## src/rtl/reg_write_arbiter.sv

```systemverilog
// -----------------------------------------------------------------------------
// reg_write_arbiter
//
// Round-robin write arbiter that places four requesters in front of one shared
// n-bit enabled register (clk/reset/eable/D/Q). The arbiter drives the
// register's enable and D inputs. It returns a one-hot grant that also serves
// as the write acknowledge: each cycle with gnt[i]=1 presents exactly one write
// of d[i], sampled one cycle earlier. All outputs are registered.
//
// Optional feature macro: REG_ARB_LOCK_EN
//   defined   - a granted requester that holds lock[i] and req[i] keeps
//               ownership for up to MAX_LOCK back-to-back writes.
//   undefined - lock is ignored. Every grant is a single write followed by one
//               IDLE cycle.
//
// Parameters
//   n         data width of the shared register and of each requester bus
//   MAX_LOCK  maximum consecutive writes of one locked owner (1..255)
//
// Ports
//   clk     in   system clock, rising edge
//   reset   in   synchronous, active-high
//   req     in   [3:0]   per-requester write request
//   lock    in   [3:0]   per-requester burst hold (only meaningful when granted)
//   d0..d3  in   [n-1:0] write data of requester 0..3
//   reg_en  out          enable input of the shared register
//   reg_d   out  [n-1:0] D input of the shared register (holds when reg_en=0)
//   gnt     out  [3:0]   one-hot grant / write acknowledge
//   busy    out          high while in WRITE
// -----------------------------------------------------------------------------
module reg_write_arbiter #(
  parameter int n        = 4,
  parameter int MAX_LOCK = 8
) (
  input  logic         clk,
  input  logic         reset,
  input  logic [3:0]   req,
  input  logic [3:0]   lock,
  input  logic [n-1:0] d0,
  input  logic [n-1:0] d1,
  input  logic [n-1:0] d2,
  input  logic [n-1:0] d3,
  output logic         reg_en,
  output logic [n-1:0] reg_d,
  output logic [3:0]   gnt,
  output logic         busy
);

  typedef enum logic {
    IDLE  = 1'b0,
    WRITE = 1'b1
  } state_t;

  state_t      state_reg;
  logic [1:0]  ptr_reg;    // highest-priority requester for the next arbitration
  logic [1:0]  idx_reg;    // current owner while in WRITE

  // Requester data gathered into an array so it can be indexed by owner.
  logic [n-1:0] d_arr [4];
  assign d_arr[0] = d0;
  assign d_arr[1] = d1;
  assign d_arr[2] = d2;
  assign d_arr[3] = d3;

  // Requests rotated so that req_rot[0] is the requester at ptr_reg. A
  // fixed-priority pick on the rotated vector then yields the round-robin
  // winner as an offset from ptr_reg.
  logic [3:0] req_rot;
  genvar gi;
  generate
    for (gi = 0; gi < 4; gi++) begin : g_rot
      assign req_rot[gi] = req[ptr_reg + 2'(gi)];
    end
  endgenerate

  logic       pick_valid;
  logic [1:0] pick_off;
  logic [1:0] pick_idx;

  always_comb begin
    pick_valid = 1'b0;
    pick_off   = 2'd0;
    // Scan from the lowest priority to the highest so that the first set bit
    // in search order is the last one assigned.
    for (int k = 3; k >= 0; k--) begin
      if (req_rot[k]) begin
        pick_valid = 1'b1;
        pick_off   = 2'(k);
      end
    end
  end

  assign pick_idx = ptr_reg + pick_off;

  // Burst continuation decision for the current owner.
  logic cont;

`ifdef REG_ARB_LOCK_EN
  logic [7:0] cnt_reg;    // writes already presented in the current burst

  assign cont = lock[idx_reg] & req[idx_reg] & (cnt_reg < 8'(MAX_LOCK));

  always_ff @(posedge clk) begin
    if (reset) begin
      cnt_reg <= 8'd0;
    end else if (state_reg == IDLE) begin
      if (pick_valid) begin
        cnt_reg <= 8'd1;
      end
    end else if (cont) begin
      cnt_reg <= cnt_reg + 8'd1;
    end
  end
`else
  // Without burst support every grant lasts exactly one write.
  logic unused_lock;
  localparam int unused_max_lock = MAX_LOCK;
  assign unused_lock = ^lock;
  assign cont        = 1'b0;
`endif

  // Main FSM with registered outputs.
  always_ff @(posedge clk) begin
    if (reset) begin
      state_reg <= IDLE;
      ptr_reg   <= 2'd0;
      idx_reg   <= 2'd0;
      reg_en    <= 1'b0;
      reg_d     <= '0;
      gnt       <= 4'b0000;
      busy      <= 1'b0;
    end else begin
      case (state_reg)
        IDLE: begin
          if (pick_valid) begin
            state_reg <= WRITE;
            idx_reg   <= pick_idx;
            ptr_reg   <= pick_idx + 2'd1;
            reg_en    <= 1'b1;
            reg_d     <= d_arr[pick_idx];
            gnt       <= 4'b0001 << pick_idx;
            busy      <= 1'b1;
          end else begin
            reg_en    <= 1'b0;
            gnt       <= 4'b0000;
            busy      <= 1'b0;
          end
        end

        WRITE: begin
          if (cont) begin
            // Same owner and grant; a fresh data word each cycle.
            reg_d     <= d_arr[idx_reg];
          end else begin
            // Release without arbitrating: this forces one IDLE cycle between
            // owners. reg_d keeps its last value.
            state_reg <= IDLE;
            reg_en    <= 1'b0;
            gnt       <= 4'b0000;
            busy      <= 1'b0;
          end
        end

        default: begin
          state_reg <= IDLE;
          reg_en    <= 1'b0;
          gnt       <= 4'b0000;
          busy      <= 1'b0;
        end
      endcase
    end
  end

endmodule

```

## config.mk

```make
export PLATFORM = sky130hd
export DESIGN_NAME = reg_write_arbiter
export DESIGN_NICKNAME = d
export VERILOG_FILES = /design/src/rtl/reg_write_arbiter.sv
export SDC_FILE = /design/constraint.sdc
export NUM_CORES = 1
export LEC_CHECK = 0
export BUFFER_PORTS_ARGS = -buffer_cell sky130_fd_sc_hd__clkbuf_2
export CELL_PAD_IN_SITES_DETAIL_PLACEMENT = 1
export CELL_PAD_IN_SITES_GLOBAL_PLACEMENT = 2
export CORE_MARGIN = 4
export CORE_UTILIZATION = 27
export DETAILED_ROUTE_END_ITERATION = 6
export GPL_ROUTABILITY_DRIVEN = 1
export PLACE_DENSITY_LB_ADDON = 0.1
export SETUP_SLACK_MARGIN = 0.05
export SLEW_MARGIN = 10
export SYNTH_ARGS = -nofsm -noshare
export SYNTH_HDL_FRONTEND = slang
export SYNTH_SLANG_ARGS = --single-unit
```

## constraint.sdc

```tcl
create_clock -name clk -period 4.7 [get_ports clk]
set_input_delay 0.235 -clock clk [delete_from_list [all_inputs] [get_ports clk]]
set_output_delay 0.235 -clock clk [all_outputs]
set_load 0.005 [all_outputs]
```

# Word-level counts from Yosys, hierarchy flattened
# Index checks and enable logic that the tools add are counted.
[classes]
addsub = 5
mul = 0
div = 0
n_lt_le_gt_ge = 5
n_eq_ne = 1
shifts = 1
muxes = 25
bitwise = 2
reduce_logical = 2
[ops]
columns = ["cell", "n"]
rows = [
  ["4-bit two-way mux", 5],
  ["2-bit by 3-bit less-than comparator with 1-bit output, second input constant", 4],
  ["1-bit two-way mux", 9],
  ["1-bit binary-select mux with 2-bit select", 4],
  ["4-bit binary-select mux with 2-bit select", 1],
  ["2-bit two-way mux", 4],
  ["4-bit one-hot mux with 2 select lines", 1],
  ["2-bit by 1-bit adder with 2-bit output, second input constant", 2],
  ["2-bit adder, second input constant", 2],
  ["2-bit AND reduction", 2],
  ["1-bit by 2-bit << shifter with 4-bit output, first input constant", 1],
  ["3-bit greater-or-equal comparator, second input constant", 1],
  ["2-bit NOT with 3-bit output", 1],
  ["2-bit adder", 1],
  ["2-bit != test, second input constant", 1],
  ["1-bit one-hot mux with 2 select lines", 1],
  ["1-bit NOT", 1],
]
[word_totals]
regBits = 11
latchBits = 0
mem_bits_rw = 0
mem_bits_ro = 0
in_bits = 26
out_inout_bits = 10
memories = 0

# Logic depth before layout (Yosys ltp)
# Gate-level depths: netlist of the first run.
[logic_depth]
depth_word = 14
depth_mapped = 12

# Worst setup path after synthesis of the first run
# OpenSTA, ideal clock, no wires.
[synth_timing]
path_kind = "register to register"
start = "register ptr_reg[0]"
end = "register reg_d[0]"
setup_ns = 0.137
arrival_time_ns = 2.483
required_ns = 4.563
setup_slack_ns = 2.080
path_stages_with_launch = 12
path_buffers = 2
synth_period_minus_slack_ns = 2.620
path_cell_list = "dfxtp_1 > buf_6 > nor2_1 > a211oi_1 > a31oi_1 > a211o_1 > ha_1 > clkbuf_1 > mux2i_1 > mux2i_1 > a311oi_1 > o221ai_1"
[synth_via]
elab_chain_len = 14
[synth_lines]
columns = ["element", "line", "source"]
rows = [
  ["start: declaration", "55", "logic [1:0] ptr_reg;"],
  ["start signal: assignment", "138", "ptr_reg <= pick_idx + 2'd1;"],
  ["2-bit adder", "72", "assign req_rot[gi] = req[ptr_reg + 2'(gi)];"],
  ["1-bit binary-select mux with 2-bit select", "72", ""],
  ["1-bit two-way mux (not written as such)", "72", ""],
  ["2-bit two-way mux (4 in series)", "86", "if (req_rot[k]) begin"],
  ["2-bit adder *", "93", "assign pick_idx = ptr_reg + pick_off;"],
  ["net pick_idx[0]", "78", "logic [1:0] pick_idx;"],
  ["2-bit NOT with 3-bit output (not written as such) *", "140", "reg_d <= d_arr[pick_idx];"],
  ["4-bit binary-select mux with 2-bit select *", "140", ""],
  ["4-bit two-way mux (not written as such) * (2 in series)", "140", ""],
  ["4-bit two-way mux *", "135", "if (pick_valid) begin"],
  ["4-bit two-way mux *", "133", "case (state_reg)"],
  ["end signal: assignment", "140", ""],
  ["end signal: assignment", "153", "reg_d <= d_arr[idx_reg];"],
  ["end: declaration", "44", "output logic [n-1:0] reg_d,"],
]
# Mark *: on every way through the listed nets, which the timed path passes. The rest lies on a longest branch. The select of a mux whose other input is x is not followed.
# A chain may end at the register's enable or synchronous reset.

# Worst setup path after layout of the first run
# Same ends and word-level chain as after synthesis.

==> results of run 1 <==
-- cell type report --
cell class                      instances  area [sq um]  share of cell area (%)
Clock buffer                            4          26.3                    2.52
Inverter                                4          15.0                    1.44
Multi-Input combinational cell         81           572                    54.8
Sequential cell                        11           220                    21.1
Tap cell                               44          55.1                    5.28
Timing Repair Buffer                   31           155                    14.9
-- path summary, 6_finish.rpt --
kind                                 from                 endpoint  slack [ns]  cells after the start
setup reg to reg  ptr_reg[0]$_SDFFE_PP0P_    reg_d[0]$_SDFFE_PP0P_        1.63                      9
hold / removal                      reset  ptr_reg[0]$_SDFFE_PP0P_        0.25                      2
setup / recovery  ptr_reg[0]$_SDFFE_PP0P_    reg_d[0]$_SDFFE_PP0P_        1.63                      9
hold reg to reg     reg_d[3]$_SDFFE_PP0P_    reg_d[3]$_SDFFE_PP0P_        0.54                      3
-- synthesized netlist by cell type, drive strengths merged --
library cell,number
a211o,1
a211oi,2
a21o,1
a21oi,4
a311oi,3
a31oi,1
and2,1
and3,2
buf,5
clkbuf,4
dfxtp,11
ha,1
inv,4
mux2,1
mux2i,10
mux4,1
nand2,7
nand2b,5
nand3b,1
nor2,14
nor3,9
nor4,4
nor4b,2
o21a,1
o21bai,1
o221ai,3
o41ai,3
or2,1
xnor2,1
xnor3,1
-- logic make-up (layout without fill, tap and decap cells) --
| family | count (synthesis) | in the layout | synth area share (%) |
|---|---|---|---|
| buf+inv | 13 | 39 | 8.13 |
| simple gates | 46 | 46 | 26.7 |
| mux | 12 | 12 | 16.0 |
| flops | 11 | 11 | 25.5 |
| fa+ha+maj | 1 | 1 | 1.45 |
| xor+xnor | 2 | 2 | 4.64 |
| compound gates | 20 | 20 | 17.6 |
-- through the flow --
step	area, sq um	cells	power [W]
global placement	1020	171	0.000475
global route	1040	175	0.000588
finish	1040	175	0.000539
floorplan	862	105	0.000400
detailed placement	1020	171	0.000483
CTS	1040	175	0.000550
-- routing by layer --
layer | vias up | share of wire [%]
met1 | 411 | 45
li1 | 443 | -
met5 | - | 0
met2 | 22 | 51
met3 | 0 | 4.7
met4 | 0 | 0
-- where the power goes --
part           internal (W)  total (W)  switching (W)
Clock             0.0000329  0.0000649      0.0000320
Sequential         0.000125   0.000156      0.0000308
Combinational      0.000149   0.000318       0.000169
Total              0.000308   0.000539       0.000232
-- cells in the final DEF, fill, tap and decap left out, types with 2 or more instances in the layout --
| cell | count |
|---|---|
| nor2_1 | 14 |
| nand2b_1 | 5 |
| a311oi_1 | 3 |
| mux2i_1 | 10 |
| dfxtp_1 | 11 |
| nor4b_1 | 2 |
| nor4_1 | 4 |
| inv_1 | 4 |
| clkbuf_4 | 3 |
| o41ai_1 | 3 |
| and3_1 | 2 |
| a21oi_1 | 4 |
| clkbuf_2 | 31 |
| nand2_1 | 7 |
| nor3_1 | 9 |
| a211oi_1 | 2 |
| o221ai_1 | 3 |
==> flow_summary.ini, run 1 <==
[critical_path]
worst_path_largest_cell_delay_ns = 0.63
critical-path-top-delay-family = compound AO/OA/AOI/OAI gates
startpoint_type = register
critPathKind = register to register
cp_common_cell = mux2i_1
cp-end-kind = register
path_cells = nor2_1 -> a211oi_1 -> a31oi_1 -> a211o_1 -> ha_1 -> mux2i_1 -> mux2i_1 -> a311oi_1 -> o221ai_1
cp_data_arrival_time_ns = 3.20
cp_num_buf_inv = 0
slowest_stage = ha_1
worstPathRequired_ns = 4.83
crit_fanout = 11

[grt]
met3_usage_pct = 3.64
gr-total-overflow = 0
first_global_vias = 883
grt_pass1_wl_um = 3980
antenna_found_initial = 0
track_usage_pct = 12.1
grt_max_degree = 16
use_met2_pct = 23.1
top_usage_layer = met2
grtUsageMet1_pct = 13.4

[clock_tree]
numClockSinks = 11
holdBufCountCts = 0
ctsResizeCount = 0
cts_tree = done
clkLatencyLatePin_ns = 0.27
post_cts_buffers = 0
path_clk_slew_ns = 0.07
cts_buffers = 3
cts_max_path_buffers = 2
cts.htree.levels = 1
cts_root_buf = clkbuf_4

[yosys]
synth_nets = 132
ys_ff_latch = 11
ys_warn_count = 0
synth_cell_type_count = 32
ys_seq_area_share_pct = 25.5
synth_top_area_share_pct = 25.5
synthesis.area_sq_um = 862
synth_top_cell_by_area = dfxtp_1
synth_top_cells_by_area = dfxtp_1, mux2i_1, nor2_1
netlist_instances = 105
syn_area_per_cell_sq_um = 8.21

[floorplan]
ios = 36
initial_utilization_pct = 28.2
die_x_um = 64.5
die_y_um = 64.5
dieArea_sq_mm = 0.00416
core_region_area_sq_mm = 0.00305
placementRows = 20

[drt]
dr.pass1.iters = 3
wl_per_cell_um = 14.0
routed_via_density = 5.01
drc = 0
antenna_left = 0
first_iter_violations = 26
vias = 876
wirelength_um = 2450

[final_layout]
fillCellCount = 405
post-route-util_pct = 34.2
diodes = 0
layout-drive-gt1-share_pct = 29.0
syn2layout_area_growth_pct = 21.0
final_nets = 159

[sta]
min_period_over_period_pct = 65.3
rsz0062_at_grt = no
setup_violations = 0
tightest_slew_ns = 0.536
finalHoldViolCount = 0
fmax_mhz = 326
finalCriticalPeriod_ns = 3.07
fin_skew_ns = 0.00352
max_slew_margin_pct = 64.3
fin_ws_ns = 1.63
finalSetupTns_ns = 0
slew_viol_final = 0
holdWs_ns = 0.246

[run]
cap_violations = 0

[outcome]
status = complete, no violations

[power]
power.leakage_nw = 0.486
ir_drop_uv = 188
power_density_mw_per_mm2 = 517

[placement]
place_hpwl_um = 1980
post-place-ws_ns = 1.59
finalWeightedCongestion = 0.784
io_buffers = 31

[worst_hold_path]
hold_class = input port to register
Note: power is estimated with default switching activity, not from simulation.
==> run 2, diff against run 1 <==
--- a/config.mk
+++ b/config.mk
@@ -9,7 +9,7 @@
 export CELL_PAD_IN_SITES_DETAIL_PLACEMENT = 1
 export CELL_PAD_IN_SITES_GLOBAL_PLACEMENT = 2
 export CORE_MARGIN = 4
-export CORE_UTILIZATION = 27
+export CORE_UTILIZATION = 23
 export DETAILED_ROUTE_END_ITERATION = 6
 export GPL_ROUTABILITY_DRIVEN = 1
 export PLACE_DENSITY_LB_ADDON = 0.1
==> constraint.sdc (replaced) <==
create_clock -name clk -period 2.78 [get_ports clk]
set_input_delay 0.139 -clock clk [delete_from_list [all_inputs] [get_ports clk]]
set_output_delay 0.139 -clock clk [all_outputs]
set_load 0.005 [all_outputs]
==> run 2 against run 1 <==
- die area grew 15%
- via count is 3.1% higher
- total power up 98%
- critical endpoint is now reg_d[2]$_SDFFE_PP0P_
==> flow_summary.ini, run 2 (synthesis gave the netlist of run 1 again) <==
[sta]
max_slew_margin_pct = 64.9
fin_skew_ns = 0.00169
finalHoldViolCount = 0
slew_viol_final = 0
rsz0062_at_grt = no
holdWs_ns = 0.191
finalCriticalPeriod_ns = 2.45
finalSetupTns_ns = 0
fmax_mhz = 408
setup_violations = 0
min_period_over_period_pct = 88.2
tightest_slew_ns = 0.526

[drt]
wirelength_um = 2560
drc = 0
dr.pass1.iters = 4
wl_per_cell_um = 13.9
antenna_left = 0
first_iter_violations = 14
vias = 903
routed_via_density = 4.91

[grt]
grt_max_degree = 13
track_usage_pct = 11.6
antenna_found_initial = 0
gr-total-overflow = 0
grt_pass1_wl_um = 4650
first_global_vias = 958

[critical_path]
critical-path-top-delay-family = compound AO/OA/AOI/OAI gates
path_cells = nor2_1 -> a211oi_1 -> a31oi_1 -> a211o_1 -> ha_4 -> mux2i_2 -> mux2i_1 -> a311oi_1 -> o221ai_1
cp_num_buf_inv = 0
worstPathRequired_ns = 2.87
startpoint_type = register
slowest_stage = dfxtp_1
worst_path_largest_cell_delay_ns = 0.41
crit_fanout = 7
cp_data_arrival_time_ns = 2.55
critPathKind = register to register
cp-end-kind = register

[power]
power.leakage_nw = 0.525
ir_drop_uv = 416
power_w = 0.00107
power_density_mw_per_mm2 = 941

[clock_tree]
ctsResizeCount = 0
cts_buffers = 3
cts_tree = done
cts_max_path_buffers = 2
post_cts_buffers = 0
numClockSinks = 11
cts_root_buf = clkbuf_8
clkLatencyLatePin_ns = 0.23
cts.htree.levels = 1
holdBufCountCts = 0
path_clk_slew_ns = 0.05

[final_layout]
syn2layout_area_growth_pct = 31.9
final_common_cell = clkbuf_2
diodes = 0
fillCellCount = 455
stdcell_count = 184
final_cell_mix = clkbuf_2, nor2_1, dfxtp_1
layout-drive-gt1-share_pct = 34.8
final_nets = 166
fin_area_sq_mm = 0.00114

[run]
cap_violations = 0

[floorplan]
die_x_um = 69.2
initial_utilization_pct = 24.9
placementRows = 21
core_region_area_sq_mm = 0.00347
dieArea_sq_mm = 0.00479
die_y_um = 69.2
ios = 36

[placement]
finalWeightedCongestion = 0.724
io_buffers = 31
place_hpwl_um = 2050
place_inst = 180
placed_area_sq_mm = 0.00107

[worst_hold_path]
hold_class = input port to register

[outcome]
status = complete, no violations
[run 2: changes by cell type in the layout (fill, tap and decap cells not counted), sizes merged]
cell,previous run,this run
buf,0,7
[run 2: worst paths after layout]
kind | startpoint | to | slack (ns) | cells past startpoint
setup / recovery | ptr_reg[0]$_SDFFE_PP0P_ | reg_d[2]$_SDFFE_PP0P_ | 0.33 | 9
setup reg to reg | ptr_reg[0]$_SDFFE_PP0P_ | reg_d[2]$_SDFFE_PP0P_ | 0.33 | 9
hold reg to reg | reg_d[3]$_SDFFE_PP0P_ | reg_d[3]$_SDFFE_PP0P_ | 0.56 | 3
hold / removal | reset | ptr_reg[0]$_SDFFE_PP0P_ | 0.19 | 2
[run 2: final cells by class]
type | count | area [sq um] | share of cell area, %
Multi-Input combinational cell | 81 | 592 | 52.0
Tap cell | 46 | 57.6 | 5.06
Inverter | 4 | 15.0 | 1.32
Timing Repair Buffer | 38 | 208 | 18.3
Sequential cell | 11 | 220 | 19.4
Clock buffer | 4 | 45.0 | 3.96
[run 2: routing by layer]
layer / track usage [%] / wire length [um] / vias up
li1: - / - / 457
met1: 15.3 / 1230 / 419
met2: 19.4 / 1190 / 27
met3: 2.46 / 149 / 0
met4: 1.95 / 0 / 0
met5: 0 / 0 / -
[run 2: report_power, final]
part | switching, W | internal (W)
sequential | 0.0000351 | 0.000212
combinational | 0.000324 | 0.000341
clock | 0.0000564 | 0.000100
total | 0.000416 | 0.000654
[run 2: worst register-to-register path, delay by kind of cell (launching register included)]
kind / cells / cell delay, ns
adder cells (fa/ha/maj): 1 / 0.36
AND/OR/NAND/NOR: 1 / 0.09
flip-flops: 1 / 0.41
multiplexers: 2 / 0.43
AO/OA/AOI/OAI: 5 / 1.02
[run 2: stage by stage]
step | util [%] | worst slack [ns]
floorplan | - | 0.160
global placement | 30.9 | 0.0341
detailed placement | 30.9 | 0.126
CTS | 32.2 | 0.103
global route | 32.8 | 0.114
finish | 32.8 | 0.327
==> run 3, diff against run 2 <==
--- a/config.mk
+++ b/config.mk
@@ -6,13 +6,14 @@
 export NUM_CORES = 1
 export LEC_CHECK = 0
 export BUFFER_PORTS_ARGS = -buffer_cell sky130_fd_sc_hd__clkbuf_2
+export CAP_MARGIN = 25
 export CELL_PAD_IN_SITES_DETAIL_PLACEMENT = 1
 export CELL_PAD_IN_SITES_GLOBAL_PLACEMENT = 2
 export CORE_MARGIN = 4
 export CORE_UTILIZATION = 23
 export DETAILED_ROUTE_END_ITERATION = 6
-export GPL_ROUTABILITY_DRIVEN = 1
 export PLACE_DENSITY_LB_ADDON = 0.1
+export REMOVE_ABC_BUFFERS = 1
 export SETUP_SLACK_MARGIN = 0.05
 export SLEW_MARGIN = 10
 export SYNTH_ARGS = -nofsm -noshare
==> run 3 against run 2 <==
- largest cell class unchanged
- via count decreased by 0.89%
- sequential power hardly changed
- critical path depth increased by 1
- sequential cell count is the same
- critical endpoint unchanged
==> flow_summary.ini, run 3 (synthesis gave the netlist of run 1 again) <==
[critical_path]
cp_data_arrival_time_ns = 2.61
crit_cells = 10
crit_fanout = 7
critPathKind = register to register
cp-end-kind = register
worst_path_largest_cell_delay_ns = 0.38
slowest_stage = dfxtp_2
startpoint_type = register
worstPathRequired_ns = 2.88
cp_common_cell = mux2i_1
r2r_cells = 10
path_cells = nor2_1 -> a211oi_1 -> a31oi_1 -> a211o_1 -> ha_1 -> buf_4 -> mux2i_1 -> mux2i_1 -> a311oi_1 -> o221ai_1
critical-path-top-delay-family = compound AO/OA/AOI/OAI gates
cp_num_buf_inv = 1

[drt]
drc = 0
dr.pass1.iters = 3
routed.top_layer = met4
routed_via_density = 4.94
antenna_left = 0
first_iter_violations = 4
wl_per_cell_um = 14.4
met1_length_um = 1190
dr_wl_met3_um = 97
wirelength_um = 2610
wl_met2_um = 1300
vias = 895

[grt]
antenna_found_initial = 0
grt_pass1_wl_um = 4440
first_global_vias = 918
gr-total-overflow = 0
track_usage_pct = 11.2
grt_max_degree = 13

[final_layout]
layout-drive-gt1-share_pct = 32.6
syn2layout_area_growth_pct = 27.6
final_cell_mix = clkbuf_2, nor2_1, dfxtp_1
fin_area_sq_mm = 0.00110
diodes = 0
post-route-util_pct = 31.7
final_nets = 163
final_common_cell = clkbuf_2
fillCellCount = 449

[clock_tree]
ctsResizeCount = 0
cts_buffers = 3
holdBufCountCts = 0
numClockSinks = 11
cts_tree = done
post_cts_buffers = 0
path_clk_slew_ns = 0.06
cts_root_buf = clkbuf_8
clkLatencyLatePin_ns = 0.24
cts.htree.levels = 1
cts_max_path_buffers = 2

[sta]
rsz0062_at_grt = no
slew_viol_final = 0
fin_skew_ns = 0.00872
finalHoldViolCount = 0
fmax_mhz = 398
finalCriticalPeriod_ns = 2.51
finalSetupTns_ns = 0
tightest_slew_ns = 0.517
max_slew_margin_pct = 65.5
min_period_over_period_pct = 90.4
setup_violations = 0
holdWs_ns = 0.184

[placement]
placed_area_sq_mm = 0.00105
io_buffers = 31
place_hpwl_um = 2040
finalWeightedCongestion = 0.757

[outcome]
status = complete, no violations

[floorplan]
placementRows = 21
die_x_um = 69.2
core_region_area_sq_mm = 0.00347
die_y_um = 69.2
dieArea_sq_mm = 0.00479
ios = 36
initial_utilization_pct = 24.9

[worst_hold_path]
hold_class = input port to register
hold_path_depth = 2

[run]
cap_violations = 0

[power]
power_density_mw_per_mm2 = 930
ir_drop_uv = 337
power.leakage_nw = 0.513
[run 3: cell count changes in the layout (fill, tap and decap cells not counted), sizes merged]
cell | previous run | this run
buf | 7 | 4
[run 3: final timing paths]
path,start,to,slack (ns)
worst max-delay path,ptr_reg[0]$_SDFFE_PP0P_,reg_d[2]$_SDFFE_PP0P_,0.27
worst min-delay path,reset,ptr_reg[0]$_SDFFE_PP0P_,0.18
worst min register to register,reg_d[3]$_SDFFE_PP0P_,reg_d[3]$_SDFFE_PP0P_,0.55
worst max register to register,ptr_reg[0]$_SDFFE_PP0P_,reg_d[2]$_SDFFE_PP0P_,0.27
[run 3: cell type report]
class	instances	area, sq um	share of cell area [%]
multi-input combinational	81	576	52.3
sequential	11	221	20.1
timing repair buffer	35	185	16.8
tap	46	57.6	5.23
clock buffer	4	45.0	4.10
inverter	4	15.0	1.37
[run 3: report_power, final]
part,internal (W),leakage [nW],switching (W)
logic,0.000292,0.399,0.000315
clock network,0.000101,0.0228,0.0000680
registers,0.000213,0.0910,0.0000338
total,0.000606,0.513,0.000417
[run 3: per-stage QoR]
stage | cells | worst slack, ns | total power (W)
2_1_floorplan | 96 | 0.267 | 0.000647
3_3_place_gp | 177 | 0.189 | 0.000841
3_5_place_dp | 177 | 0.144 | 0.000857
4_1_cts | 181 | 0.109 | 0.00104
5_1_grt | 181 | 0.0810 | 0.00111
6_report | 181 | 0.268 | 0.00102
[run 3: metal layers]
metal  vias up  global-route usage [%]
li1        450                       -
met3         5                    2.17
met4         0                    3.25
met2        20                    18.5
met1       420                    14.6
met5         -                       0
